===== config.mk =====
export PLATFORM = sky130hd
export DESIGN_NAME = exec_sequencer
export DESIGN_NICKNAME = d
export VERILOG_FILES = /design/src/rtl/exec_pkg.sv /design/src/rtl/exec_op_decode.sv /design/src/rtl/exec_sequencer.sv
export SDC_FILE = /design/constraint.sdc
export NUM_CORES = 1
export LEC_CHECK = 0
export BUFFER_PORTS_ARGS = -buffer_cell sky130_fd_sc_hd__buf_2
export CORE_MARGIN = 1.5
export CORE_UTILIZATION = 50
export CTS_CLUSTER_SIZE = 8
export DETAILED_ROUTE_END_ITERATION = 10
export PLACE_DENSITY_LB_ADDON = 0.12
export SLEW_MARGIN = 30
export SYNTH_ARGS = -nofsm -noshare
export SYNTH_HDL_FRONTEND = slang
export SYNTH_SLANG_ARGS = --single-unit

===== constraint.sdc =====
create_clock -name i_w_clk -period 3.8 [get_ports i_w_clk]
set_input_delay 0.76 -clock i_w_clk [delete_from_list [all_inputs] [get_ports i_w_clk]]
set_output_delay 0.76 -clock i_w_clk [all_outputs]
set_load 0.05 [all_outputs]

===== src/rtl/exec_pkg.sv =====
// Shared opcode constants, FSM encoding and decode result type for the
// Execute sequencer.
package exec_pkg;

  localparam int OPC_W = 7;

  localparam logic [OPC_W-1:0] OP_ADC = 7'b1001010;
  localparam logic [OPC_W-1:0] OP_AND = 7'b0011010;
  localparam logic [OPC_W-1:0] OP_OR  = 7'b1011010;
  localparam logic [OPC_W-1:0] OP_SHL = 7'b0011000;
  localparam logic [OPC_W-1:0] OP_SHR = 7'b1011000;
  localparam logic [OPC_W-1:0] OP_SAR = 7'b0111000;

  typedef enum logic [2:0] {
    ST_IDLE = 3'd0,
    ST_CLR  = 3'd1,
    ST_RUN  = 3'd2,
    ST_CAP  = 3'd3,
    ST_RESP = 3'd4
  } state_t;

  typedef struct packed {
    logic legal;
    logic unary;
    logic uses_carry;
  } dec_t;

endpackage


===== src/rtl/exec_op_decode.sv =====
// Opcode classifier: tells the sequencer whether an opcode is supported,
// whether it ignores T2 and whether it consumes the carry flag.
module exec_op_decode
  import exec_pkg::*;
(
  input  logic [OPC_W-1:0] opc,
  output dec_t             dec
);

  // Pure table lookup; anything not listed is illegal.
  always_comb begin
    dec = '0;
    case (opc)
      OP_ADC: dec = '{legal: 1'b1, unary: 1'b0, uses_carry: 1'b1};
      OP_AND: dec = '{legal: 1'b1, unary: 1'b0, uses_carry: 1'b0};
      OP_OR:  dec = '{legal: 1'b1, unary: 1'b0, uses_carry: 1'b0};
      OP_SHL: dec = '{legal: 1'b1, unary: 1'b1, uses_carry: 1'b0};
      OP_SHR: dec = '{legal: 1'b1, unary: 1'b1, uses_carry: 1'b0};
      OP_SAR: dec = '{legal: 1'b1, unary: 1'b1, uses_carry: 1'b0};
      default: dec = '0;
    endcase
  end

endmodule


===== src/rtl/exec_sequencer.sv =====
// Multi-cycle controller for the Execute unit: accepts one op, clears
// Execute, holds operands for a settle window, captures out_t1 and returns
// it with backpressure. Illegal opcodes bypass Execute entirely.
module exec_sequencer
  import exec_pkg::*;
#(
  parameter int p_data_width   = 16,
  parameter int p_exec_latency = 3
) (
  input  logic                    i_w_clk,
  input  logic                    i_w_reset,
  input  logic                    i_valid,
  output logic                    o_ready,
  input  logic [p_data_width-1:0] i_ir,
  input  logic [p_data_width-1:0] i_op_a,
  input  logic [p_data_width-1:0] i_op_b,
  input  logic                    i_carry,
  output logic                    o_ex_clr,
  output logic [p_data_width-1:0] o_ex_ir,
  output logic [p_data_width-1:0] o_ex_t1,
  output logic [p_data_width-1:0] o_ex_t2,
  output logic                    o_ex_carry,
  input  logic [p_data_width-1:0] i_ex_t1,
  output logic                    o_res_valid,
  input  logic                    i_res_ready,
  output logic [p_data_width-1:0] o_res,
  output logic                    o_illegal,
  output logic                    o_busy
);

  localparam int W     = p_data_width;
  localparam int CNT_W = $clog2(p_exec_latency + 1);
  // CLR counts as the first settle cycle, so RUN covers the remaining ones.
  localparam logic [CNT_W-1:0] CNT_LOAD = CNT_W'(p_exec_latency - 1);
  localparam logic [CNT_W-1:0] CNT_ONE  = CNT_W'(1);

  typedef struct packed {
    logic [W-1:0] ir;
    logic [W-1:0] a;
    logic [W-1:0] b;
    logic         carry;
    logic         unary;
    logic         uses_carry;
  } req_t;

  state_t           state, nxt;
  logic [CNT_W-1:0] cnt, cnt_nxt;
  req_t             req;
  dec_t             dec;
  logic             accept;
  logic             ex_on;

  exec_op_decode u_dec (
    .opc (i_ir[OPC_W-1:0]),
    .dec (dec)
  );

  // State, counter, latched request and result registers.
  always_ff @(posedge i_w_clk) begin
    if (i_w_reset) begin
      state     <= ST_IDLE;
      cnt       <= '0;
      req       <= '0;
      o_res     <= '0;
      o_illegal <= 1'b0;
    end else begin
      state <= nxt;
      cnt   <= cnt_nxt;
      if (accept) begin
        req       <= '{ir: i_ir, a: i_op_a, b: i_op_b, carry: i_carry,
                       unary: dec.unary, uses_carry: dec.uses_carry};
        o_illegal <= ~dec.legal;
        o_res     <= '0;
      end
      if (state == ST_CAP) o_res <= i_ex_t1;
    end
  end

  // Next state, counter update and handshake/control outputs.
  always_comb begin
    nxt         = state;
    cnt_nxt     = cnt;
    accept      = 1'b0;
    o_ready     = 1'b0;
    o_busy      = 1'b1;
    o_res_valid = 1'b0;
    o_ex_clr    = 1'b0;
    ex_on       = 1'b0;
    case (state)
      ST_IDLE: begin
        o_ready = 1'b1;
        o_busy  = 1'b0;
        if (i_valid) begin
          accept = 1'b1;
          nxt    = dec.legal ? ST_CLR : ST_RESP;
        end
      end
      ST_CLR: begin
        o_ex_clr = 1'b1;
        ex_on    = 1'b1;
        cnt_nxt  = CNT_LOAD;
        nxt      = (p_exec_latency == 1) ? ST_CAP : ST_RUN;
      end
      ST_RUN: begin
        ex_on   = 1'b1;
        cnt_nxt = cnt - CNT_ONE;
        // Leave as the counter reaches zero.
        if (cnt <= CNT_ONE) nxt = ST_CAP;
      end
      ST_CAP: begin
        ex_on = 1'b1;
        nxt   = ST_RESP;
      end
      ST_RESP: begin
        o_res_valid = 1'b1;
        if (i_res_ready) nxt = ST_IDLE;
      end
      default: nxt = ST_IDLE;
    endcase
  end

  // Execute operands are only non-zero from CLR through CAP.
  always_comb begin
    o_ex_ir    = ex_on ? req.ir : '0;
    o_ex_t1    = ex_on ? req.a : '0;
    o_ex_t2    = (ex_on && !req.unary) ? req.b : '0;
    o_ex_carry = ex_on & req.uses_carry & req.carry;
  end

endmodule


Word-level counts from Yosys, hierarchy flattened
Cells that the tools add are included.
{ "word_totals": {"input_bits": 69, "out_inout_bits": 70, "register_bits": 73} }
{ "classes": {"n_eq_ne": 13, "magnitude_cmp": 1, "addsub": 1, "n_bitwise": 3, "n_mux": 19, "n_reduce_logical": 9} }
{ "ops": {"columns": ["op", "count"], "rows": [
  ["$mux 16", 5],
  ["$eq 7x7->1 const B", 3],
  ["$pmux 3 s5", 1],
  ["$eq 7x5->1 const B", 2],
  ["$mux 3", 4],
  ["$pmux 3 s3", 1],
  ["$eq 7x6->1 const B", 1],
  ["$mux 1", 7],
  ["$eq 3x2->1 const B", 2],
  ["$ne 2x2->1 const B", 3],
  ["$reduce_or 3->1", 2],
  ["$pmux 2 s2", 1],
  ["$reduce_bool 2->1", 2],
  ["$eq 3x1->1 const B", 1],
  ["$eq 3x3->1 const B", 1],
  ["$logic_not 3->1", 1],
  ["$reduce_and 3->1", 1],
  ["$and 1x1->1", 2],
  ["$le 2x1->1 const B", 1],
  ["$reduce_or 2->1", 1],
  ["$sub 2x1->2 const B", 1],
  ["$logic_and 1x1->1", 1],
  ["$logic_not 1->1", 1],
  ["$not 1->1", 1]
]} }

Depth between registers and ports, before layout
Gate-level depths: netlist of the first run.
{ "depth": {"ltp_word": 6, "depth_mapped": 7, "ltp_nobuf": 5} }

Hierarchy
A second synthesis of the first run with hierarchy kept.
{ "unflattened": {"cells_unflattened": 365, "hier_area_um2": 2980.4} }
{ "modules_own_cells": {"columns": ["module", "instances", "seq_area_each_um2", "cells_per_inst", "area_per_inst_um2"], "rows": [
  ["exec_sequencer", 1, 1461.4, 356, 2914.0],
  ["exec_op_decode", 1, 0.0, 9, 66.3]
]} }

Worst setup path before layout of the first run
OpenSTA, ideal clock, no wires.
{ "synth_timing": {"path_type": "flip-flop to output port", "from": "register state[0]", "to": "output o_ex_clr", "path_stages_with_launch": 3, "slack_ps": 1409, "required_ps": 3040, "t_arrival_ps": 1631, "path_cell_list": "dfxtp_1 > inv_2 > nor3_1"} }
{ "synth_between": {"elab_chain_cells": 2} }
{ "synth_rtl": {"columns": ["item", "line", "text"], "rows": [
  ["start: declaration", "exec_sequencer.sv:46", "state_t state, nxt;"],
  ["start signal: assignment", "exec_sequencer.sv:67", "state <= nxt;"],
  ["$eq 3x1->1", "exec_sequencer.sv:89", "case (state)"],
  ["$mux 1", "exec_sequencer.sv:89", null],
  ["end: declaration", "exec_sequencer.sv:18", "output logic o_ex_clr,"]
]} }
No other way between the ends.

Final worst setup path of the first run
{ "layout_timing": {"from": "register state[1]", "to": "output o_ex_t2[0]"} }
{ "layout_between": {"elab_chain_cells": 5, "word_cells_on_any_way": 7, "cone_classes": "eq/ne (3); mux (2); reduce/logical (2)"} }
{ "layout_rtl": {"columns": ["item", "line", "text"], "rows": [
  ["$eq 3x2->1 or $eq 3x1->1 (tied branches)", "exec_sequencer.sv:89", null],
  ["$reduce_or 3->1 (no line) (*)", null, null],
  ["$mux 1 (*)", "exec_sequencer.sv:89", null],
  ["$logic_and 1x1->1 (*)", "exec_sequencer.sv:126", "o_ex_t2 = (ex_on && !req.unary) ? req.b : '0;"],
  ["$mux 16 (*)", "exec_sequencer.sv:126", null],
  ["end: declaration", "exec_sequencer.sv:21", "output logic [p_data_width-1:0] o_ex_t2,"]
]} }
Mark *: on every way between the ends. The rest lies on a longest branch, timed or not.

==> flow_summary_export.csv, run 1 <==
group,metric,value,unit
status,status,"finished clean",
critical_path,cp_num_buf_inv,1,
pwr,ir_worst_vdd,298,uV
sta,period_minus_slack,2.79,ns
cts,cts_buffers,9,
hold_path,hold_class,"reg -> reg",
hold_path,hold_start,"req[47]$_SDFFE_PP0P_",
sta,finalSetupTns,0,ns
drt,first_pass_iters,4,
synthesis,async_flop_share,0,%
drt,num_vias,2951,
synthesis,netlist_area,3040,sq um
drt,routedWlPerCell,12.1,um
cts,root_buffer,"clkbuf_8",
hold_path,hold-path-endpoint,"req[47]$_SDFFE_PP0P_",
synthesis,synthTopCellsByCount,"119 x nand2_1, 73 x dfxtp_1, 71 x a21oi_1",
synthesis,synth-seq-cells,73,
critical_path,critPathTopFamily,"simple AND/OR/NAND/NOR gates",
floorplan,die_y,81.0,um
synthesis,yosysMostFrequentCell,"nand2_1",
final_layout,layout-drive-gt1-share,31.4,%
final_layout,fillCellCount,523,
critical_path,ff2ff_path_depth,4,
pwr,power_density,458,nW/um^2
hold_path,holdPathStages,2,
floorplan,die-area,6570,sq um
critical_path,path_cells,"nor2_1 > nor3_2 > and2_1 > buf_2",
grt,groute.usage.overall,22.0,%
critical_path,path_class,"reg -> out",
grt,met3_usage,6.85,%
sta,worstMarginPinSlew,0.937,ns
final_layout,syn_to_final_growth,30.7,%
final_layout,final_util,67.6,%
job,maxCapViolCount,0,
sta,finalHoldViolCount,0,
critical_path,max_stage_delay,0.56,ns
sta,relSlewSlack,37.5,%
grt,grt_overflow,0,
sta,setup_viol,0,
critical_path,end_kind,"output pin",
synthesis,synth-main-ff-cell,"dfxtp_1",
sta,hold_ws,0.451,ns
placed_design,io_buffers,138,
cts,cts_sinks,73,
synthesis,synthDistinctLibCells,35,
cts,cts_tree,"yes",
final_layout,finalInstanceArea,3980,sq um
placed_design,postPlaceCellArea,3700,sq um
synthesis,syn_avg_cell_area,7.73,sq um
drt,wl,7230,um
critical_path,crit_slowest_cell,"dfxtp_1",
drt,first_iter_violations,122,
grt,grt.busiest_layer,"met2",
synthesis,synthCells,394,
placed_design,place_congestion,0.795,
cts,clk_pin_slew,0.07,ns
synthesis,synth.yosys.warnings,0,
synthesis,yosysTopAreaCell,"dfxtp_1",
synthesis,seq_area_frac_synth,48.0,%
synthesis,syn-num-nets,464,
critical_path,r2r-start,"state[2]$_SDFFE_PP0P_",
critical_path,critPathLaunchType,"flop",
cts,clk_latency,0.33,ns
cts,htreeDepth,3,
critical_path,r2r_end,"state[2]$_SDFFE_PP0P_",
sta,slew_violations,0,
synthesis,synth_top_area_share,48.0,%
critical_path,crit_cells,4,
critical_path,arrival,2.03,ns
grt,grt_util_met2,35.8,%
cts,postCtsSetupBuffers,0,
grt,grt_max_degree,52,
critical_path,crit_fanout,16,
critical_path,r2r_slack,1.73,ns
critical_path,worstPathRequired,3.04,ns
sta,grt_setup_unrepaired,"false",
drt,drc,0,
synthesis,netlist_top_cells_area,"dfxtp_1 48%, nand2_1 15%, a21oi_1 12%",
final_layout,antenna_cells,0,
grt,antenna_found_initial,0,
floorplan,design.core.area,5890,sq um
sta,period_share,73.4,%
grt,grt_pass1_vias,2627,
sta,fmax,358,MHz
floorplan,pin_count,139,
cts,cts_resized,0,
pwr,p_leak,1.87,nW
cts,clock_path_buffers,2,
floorplan,die_w,81.0,um
floorplan,fp-row-count,28,
sta,clock_skew,0.00617,ns
floorplan,initial_utilization,51.7,%
final_layout,nNetsFinal,587,
grt,grtUsageMet1,25.3,%
drt,vias_per_cell,4.94,
synthesis,synth_edf_count,0,
placed_design,dp_hpwl,4850,um
grt,grt_pass1_wl,11200,um
cts,ctsHoldBuffers,0,
drt,ant_nets,0,
[cell families (layout without fill, tap and decap cells)]
kind of cell	Yosys count	in the layout	synth area share [%]
xor gates and xnor gates	1	1	0.288
buffers and inverters	33	161	5.55
and+or+nand+nor	208	208	32.4
AOI/OAI and AO/OA	77	77	13.0
DFF	73	73	48.0
adders and majority gates	1	1	0.411
muxes	1	1	0.329
[routing by layer]
| layer | up-vias | wire length, um |
|---|---|---|
| li1 | 1516 | - |
| met1 | 1317 | 3250 |
| met2 | 103 | 3250 |
| met3 | 15 | 547 |
| met4 | 0 | 187 |
| met5 | - | 0 |
[layout make-up]
type | instances | area (sq um) | share of cell area (%)
Inverter | 3 | 11.3 | 0.283
Clock inverter | 5 | 125 | 3.14
Multi-Input combinational cell | 288 | 1420 | 35.6
Sequential cell | 73 | 1460 | 36.7
Clock buffer | 11 | 151 | 3.81
Tap cell | 75 | 93.8 | 2.36
Timing Repair Buffer | 142 | 721 | 18.1
[through the flow]
stage | setup slack [ns] | std cells | power, mW
floorplan | 1.41 | 394 | 0.967
global placement | 1.46 | 581 | 1.02
detailed placement | 1.36 | 581 | 1.02
CTS | 0.987 | 597 | 1.84
global route | 0.785 | 597 | 1.90
finish | 1.01 | 597 | 1.82
[worst reg2reg max path, delay by kind of cell, from the launching register on]
| family | cells | cell delay, ns |
|---|---|---|
| AND/OR/NAND/NOR | 3 | 1.36 |
| flip-flops | 1 | 0.41 |
| AO/OA/AOI/OAI | 1 | 0.22 |
[how the worst max path moves through the flow]
stage	start	end	slack [ns]
floorplan	state[0]$_SDFFE_PP0P_	o_ex_clr	1.41
global placement	state[1]$_SDFFE_PP0P_	o_ex_t2[7]	1.46
detailed placement	state[1]$_SDFFE_PP0P_	o_ex_t2[0]	1.36
CTS	state[1]$_SDFFE_PP0P_	o_ex_t2[0]	0.99
global route	state[1]$_SDFFE_PP0P_	o_ex_t2[0]	0.79
finish	state[1]$_SDFFE_PP0P_	o_ex_t2[0]	1.01
[cells in the final DEF (no fill, tap or decap), drive strengths merged]
cell type	count
mux2i	1
nand2	120
ha	1
and2	50
xnor2	1
nand4b	1
o22ai	1
nor3b	1
nor2b	1
a31oi	1
or2	1
nor3	4
nor4bb	1
and3	1
buf	142
nand2b	2
o21ai	1
clkbuf	11
dfxtp	73
or3	1
clkinv	1
o21a	1
nor2	6
nand3	18
bufinv	4
a21boi	1
a211oi	1
inv	3
a21oi	71
nor4	1
[power breakdown]
part / total [mW] / switching [mW] / internal (mW)
sequential: 0.825 / 0.0198 / 0.805
combinational: 0.182 / 0.117 / 0.0649
clock: 0.815 / 0.277 / 0.538
[sequential cells by signal, indices dropped and copies added (netlist names)]
signal,cells
o_illegal,1
o_res,16
state,3
req,51
cnt,2
Note: power is estimated with default switching activity, not from simulation.
==> run 2: changes to the inputs <==
--- a/config.mk
+++ b/config.mk
@@ -5,9 +5,10 @@
 export SDC_FILE = /design/constraint.sdc
 export NUM_CORES = 1
 export LEC_CHECK = 0
+export ABC_AREA = 1
 export BUFFER_PORTS_ARGS = -buffer_cell sky130_fd_sc_hd__buf_2
 export CORE_MARGIN = 1.5
-export CORE_UTILIZATION = 50
+export CORE_UTILIZATION = 42
 export CTS_CLUSTER_SIZE = 8
 export DETAILED_ROUTE_END_ITERATION = 10
 export PLACE_DENSITY_LB_ADDON = 0.12
==> constraint.sdc (replaced) <==
create_clock -name i_w_clk -period 2.3 [get_ports i_w_clk]
set_input_delay 0.46 -clock i_w_clk [delete_from_list [all_inputs] [get_ports i_w_clk]]
set_output_delay 0.46 -clock i_w_clk [all_outputs]
set_load 0.05 [all_outputs]
==> flow_summary_export.csv, run 2 <==
group,metric,value,unit
sta,clock_skew,0.00508,ns
critical_path,end_kind,"output pin",
critical_path,cp_num_buf_inv,3,
final_layout,reg.largest.list,"req x51, o_res x16, state x3",
synthesis,synth-main-ff-cell,"dfxtp_1",
grt,groute.usage.overall,17.6,%
cts,postCtsSetupBuffers,0,
hold_path,hold_class,"in -> reg",
sta,worstMarginPinSlew,0.447,ns
synthesis,syn-num-nets,485,
final_layout,largest_reg_flops,51,
drt,wl_met2,3340,um
grt,grt_max_degree,54,
synthesis,synthCells,415,
drt,wl_met3,429,um
pwr,pwr-share-comb,17.1,%
synthesis,synth-compound-area-share,20.3,%
final_layout,final_common_cell,"buf_2",
pwr,pwr-share-seq,51.3,%
cts,htreeDepth,3,
sta,relSlewSlack,70.2,%
pwr,ir_worst_vdd,382,uV
critical_path,path_cells,"nor2_1 > nor2_1 > inv_1 > buf_4 > nor2_1 > buf_2",
synthesis,synth_top_area_share,47.5,%
synthesis,synth-seq-cells,73,
grt,grt_pass1_vias,2496,
drt,wl,7120,um
critical_path,path_class,"reg -> out",
floorplan,die_y,88.6,um
pwr,p_leak,1.87,nW
drt,vias_per_cell,4.70,
critical_path,critPathTopFamily,"buffers and inverters",
drt,num_vias,3013,
cts,clk_latency,0.33,ns
drt,drc,0,
cts,ctsHoldBuffers,0,
synthesis,synth_xor_area_share,0,%
placed_design,place_congestion,0.795,
final_layout,antenna_cells,0,
synthesis,yosysTopAreaCell,"dfxtp_1",
final_layout,regMostFlops,"req",
pwr,power_density,697,nW/um^2
drt,topRoutingLayerUsed,"met4",
status,status,"finished clean",
synthesis,synth_top_family_by_area,"compound AO/OA/AOI/OAI gates",
synthesis,yosysMostFrequentCell,"dfxtp_1",
sta,hold_ws,0.375,ns
critical_path,crit_fanout,33,
grt,grt_pass1_wl,10900,um
synthesis,netlist_area,3080,sq um
job,maxCapViolCount,0,
sta,finalHoldViolCount,0,
sta,setup_viol,0,
placed_design,io_buffers,138,
floorplan,die_w,88.6,um
synthesis,netlist_top_cells_area,"dfxtp_1 47%, a21oi_1 12%, o21ai_0 8.6%",
cts,cts_buffers,9,
pwr,p_clk_share,31.6,%
critical_path,arrival,1.65,ns
cts,clk_pin_slew,0.07,ns
cts,root_buffer,"clkbuf_8",
cts,clock_path_buffers,2,
cts,cts_resized,0,
drt,ant_nets,0,
critical_path,max_stage_delay,0.40,ns
final_layout,nNetsFinal,610,
drt,routedWlPerCell,11.1,um
synthesis,synth.yosys.warnings,0,
cts,cts_sinks,73,
synthesis,async_flop_share,0,%
grt,grt_overflow,0,
floorplan,pin_count,139,
critical_path,critPathLaunchType,"flop",
grt,antenna_found_initial,0,
synthesis,seq_area_frac_synth,47.5,%
final_layout,layout-drive-gt1-share,30.4,%
critical_path,worstPathRequired,1.84,ns
floorplan,die-area,7850,sq um
sta,slew_violations,0,
drt,first_iter_violations,84,
sta,period_share,91.6,%
drt,drt-met1-wl,3260,um
synthesis,muxShareOfSynthArea,0,%
pwr,p_sw_share,27.4,%
floorplan,design.core.area,7180,sq um
floorplan,fp-row-count,31,
synthesis,syn_avg_cell_area,7.41,sq um
placed_design,dp_hpwl,4940,um
critical_path,crit_slowest_cell,"dfxtp_2",
sta,grt_setup_unrepaired,"false",
final_layout,final_cell_mix,"137 x buf_2, 72 x a21oi_1, 72 x dfxtp_1",
sta,finalSetupTns,0,ns
pwr,p_sw,0.752,mW
synthesis,synthDistinctLibCells,20,
sta,fmax,475,MHz
sta,period_minus_slack,2.11,ns
synthesis,synth_fa_ha_area_share,0.407,%
pwr,power.internal,1.99,mW
final_layout,syn_to_final_growth,27.8,%
floorplan,initial_utilization,42.9,%
critical_path,path_common_cell,"nor2_1",
synthesis,yosys.area_share.simple,18.1,%
cts,cts_tree,"yes",
drt,first_pass_iters,4,
synthesis,synthTopCellsByCount,"73 x dfxtp_1, 72 x a21oi_1, 63 x nor2_1",
synthesis,synth_edf_count,0,
[run 2: changes by cell type in the layout (fill, tap and decap cells not counted), moves of 2 or more]
cell,before,now
inv_2,1,3
o21ai_0,1,53
bufinv_16,4,0
nand4_1,0,16
nand2_1,119,21
nor2_1,5,63
inv_1,2,59
and2_1,49,0
nand2b_1,2,0
[run 2: area by class of cell]
class / instances / area, sq um
clock buffers: 13 / 169
fillers: 749 / 3240
inverters: 62 / 233
multi-input cells: 250 / 1190
flip-flops and latches: 73 / 1460
well taps: 99 / 124
repair buffers: 144 / 751
[run 2: per-layer routing]
layer	vias up	global-route usage, %
met3	8	4.10
met4	0	6.96
met1	1331	20.6
li1	1591	-
met5	-	0
met2	83	31.2
[run 2: power groups by stage]
stage | clock, mW | combinational (mW) | sequential, mW
4_1_cts | 0.903 | 0.473 | 1.41
5_1_grt | 0.960 | 0.529 | 1.42
6_report | 0.867 | 0.468 | 1.41
2_1_floorplan | 0 | 0.359 | 1.44
3_5_place_dp | 0 | 0.471 | 1.44
3_3_place_gp | 0 | 0.466 | 1.43
[run 2: logic make-up after synthesis]
family	Yosys count
AO/OA/AOI/OAI	125
adder cells (fa/ha/maj)	1
buffers and inverters	92
flip-flops	73
AND/OR/NAND/NOR	124
[run 2: path summary, 6_finish.rpt]
kind                    startpoint                   end  slack, ns  cells after the start
max          state[0]$_SDFFE_PP0P_           o_ex_t1[13]       0.19                      6
min                        i_carry   req[2]$_SDFFE_PP0P_       0.37                      3
max reg2reg  state[2]$_SDFFE_PP0P_  req[16]$_SDFFE_PP0P_       0.47                      7
min reg2reg    req[8]$_SDFFE_PP0P_   req[8]$_SDFFE_PP0P_       0.45                      2
[run 2: worst register-to-register path: stages, from the launching register on]
cell	delay, ns
dfxtp_1	0.33
inv_2	0.27
nand2_2	0.10
nor2_4	0.17
nand2_4	0.29
buf_4	0.32
o21ai_0	0.17
a21oi_1	0.06
[run 2: metrics by stage]
| step | instances | utilization, % | power [mW] | setup slack (ns) | cell area [sq um] |
|---|---|---|---|---|---|
| finish | 641 | 54.8 | 2.74 | 0.193 | 3930 |
| CTS | 641 | 54.8 | 2.78 | 0.0855 | 3930 |
| global route | 641 | 54.8 | 2.91 | 0.0616 | 3930 |
| detailed placement | 628 | 52.4 | 1.91 | 0.439 | 3760 |
| global placement | 628 | 52.4 | 1.90 | 0.473 | 3760 |
| floorplan | 415 | - | 1.80 | 0.147 | 3080 |
==> run 3: changes to the inputs <==
--- a/config.mk
+++ b/config.mk
@@ -12,6 +12,8 @@
 export CTS_CLUSTER_SIZE = 8
 export DETAILED_ROUTE_END_ITERATION = 10
 export PLACE_DENSITY_LB_ADDON = 0.12
+export RECOVER_POWER = 100
+export REMOVE_ABC_BUFFERS = 1
 export SLEW_MARGIN = 30
 export SYNTH_ARGS = -nofsm -noshare
 export SYNTH_HDL_FRONTEND = slang
==> flow_summary_export.csv, run 3 (synthesis gave the netlist of run 2 again) <==
group,metric,value,unit
placed_design,dp_cells,629,
critical_path,critPathLaunchType,"flop",
sta,relSlewSlack,55.5,%
cts,cts_resized,0,
cts,cts_sinks,73,
grt,antenna_found_initial,0,
critical_path,max_stage_delay,0.45,ns
final_layout,final_cell_mix,"73 x dfxtp_1, 72 x a21oi_1, 68 x buf_2",
critical_path,path_common_cell,"inv_1",
critical_path,crit_fanout,20,
sta,worstMarginPinSlew,0.665,ns
floorplan,die_w,88.6,um
cts,ctsHoldBuffers,0,
floorplan,die_y,88.6,um
final_layout,fillCellCount,743,
final_layout,finalInstanceArea,3960,sq um
cts,clock_path_buffers,2,
drt,drc,0,
sta,hold_ws,0.376,ns
placed_design,io_buffers,138,
floorplan,die-area,7850,sq um
critical_path,cp_num_buf_inv,3,
cts,cts_buffers,9,
drt,ant_nets,0,
cts,root_buffer,"clkbuf_8",
placed_design,dp_hpwl,4950,um
pwr,ir_worst_vdd,341,uV
final_layout,stdcell_count,645,
cts,cts_tree,"yes",
floorplan,pin_count,139,
cts,clk_pin_slew,0.07,ns
critical_path,end_kind,"output pin",
drt,num_vias,3045,
drt,vias_per_cell,4.72,
drt,first_pass_iters,5,
critical_path,worstPathRequired,1.84,ns
drt,wl,7340,um
final_layout,syn_to_final_growth,28.8,%
drt,routedWlPerCell,11.4,um
sta,period_minus_slack,2.18,ns
critical_path,critPathTopFamily,"buffers and inverters",
cts,clk_latency,0.33,ns
sta,period_share,95.0,%
floorplan,initial_utilization,42.9,%
grt,grt_pass1_vias,2540,
sta,setup_ws,0.116,ns
critical_path,crit_slowest_cell,"inv_1",
cts,htreeDepth,3,
grt,grt_max_degree,46,
sta,grt_setup_unrepaired,"false",
sta,setup_viol,0,
final_layout,largest_reg_flops,51,
grt,grt_overflow,0,
critical_path,arrival,1.72,ns
sta,fmax,458,MHz
final_layout,antenna_cells,0,
floorplan,fp-row-count,31,
final_layout,final_common_cell,"dfxtp_1",
pwr,power_density,756,nW/um^2
final_layout,nNetsFinal,611,
sta,finalHoldViolCount,0,
floorplan,design.core.area,7180,sq um
placed_design,dp_slack,0.460,ns
drt,first_iter_violations,93,
grt,groute.usage.overall,18.0,%
pwr,p_leak,1.78,nW
hold_path,hold_class,"in -> reg",
job,maxCapViolCount,0,
final_layout,regMostFlops,"req",
final_layout,layout-drive-gt1-share,27.5,%
critical_path,path_cells,"inv_1 > nand2_2 > nor2_4 > inv_1 > clkbuf_2",
grt,grt_pass1_wl,11000,um
sta,clock_skew,0.00419,ns
placed_design,postPlaceCellArea,3770,sq um
cts,postCtsSetupBuffers,0,
final_layout,reg.largest.list,"req x51, o_res x16, state x3",
status,status,"finished clean",
critical_path,path_class,"reg -> out",
sta,slew_violations,0,
placed_design,place_congestion,0.703,
==> run 3: cell count changes in the layout (fill, tap and decap cells not counted), sizes merged <==
cell | previous run | this run
clkinvlp | 0 | 1
clkbuf | 14 | 81
bufinv | 0 | 2
buf | 143 | 75
clkinv | 0 | 2
==> run 3: area by class of cell <==
cell class              count  area [sq um]  area share (%)
clock buffers              11           151            3.82
clock inverters             5          77.6            1.96
inverters                  62           233            5.87
multi-input cells         250          1190            30.0
flip-flops and latches     73          1460            36.9
well taps                  99           124            3.13
repair buffers            145           726            18.3
==> run 3: tightest hold or removal path: cells and delay by family <==
family | cells | cell delay, ns
AND/OR/NAND/NOR | 1 | 0.05
AO/OA/AOI/OAI | 1 | 0.05
buffers and inverters | 1 | 0.10
==> run 3: per-stage QoR <==
stage	util, %	TNS [ns]	power (mW)
2_1_floorplan	-	-4.69	1.74
3_3_place_gp	52.5	0	1.90
3_5_place_dp	52.5	0	1.91
4_1_cts	55.7	0	3.04
5_1_grt	55.2	0	3.15
6_report	55.2	0	2.99
==> run 3: path summary, 6_finish.rpt <==
kind         depth (start not counted)  slack, ns                   from                      to
max                                  5       0.12  state[2]$_SDFFE_PP0P_                  o_busy
min                                  3       0.38                i_carry     req[2]$_SDFFE_PP0P_
max reg2reg                          8       0.24  state[2]$_SDFFE_PP0P_  o_illegal$_SDFFE_PP0P_
min reg2reg                          2       0.45    req[4]$_SDFFE_PP0P_     req[4]$_SDFFE_PP0P_
==> run 3: power breakdown <==
group | switching, mW | internal (mW)
clock | 0.457 | 0.667
sequential | 0.0287 | 1.38
combinational | 0.322 | 0.143
total | 0.808 | 2.19
==> run 3: layer usage <==
metal | wire, um | part of all wire [%] | vias to the layer above | track usage (%)
li1 | - | - | 1594 | -
met2 | 3410 | 46 | 87 | 30.7
met3 | 411 | 5.6 | 7 | 3.54
met4 | 97 | 1.3 | 0 | 6.82
met5 | 0 | 0 | - | 0
met1 | 3430 | 47 | 1357 | 22.6
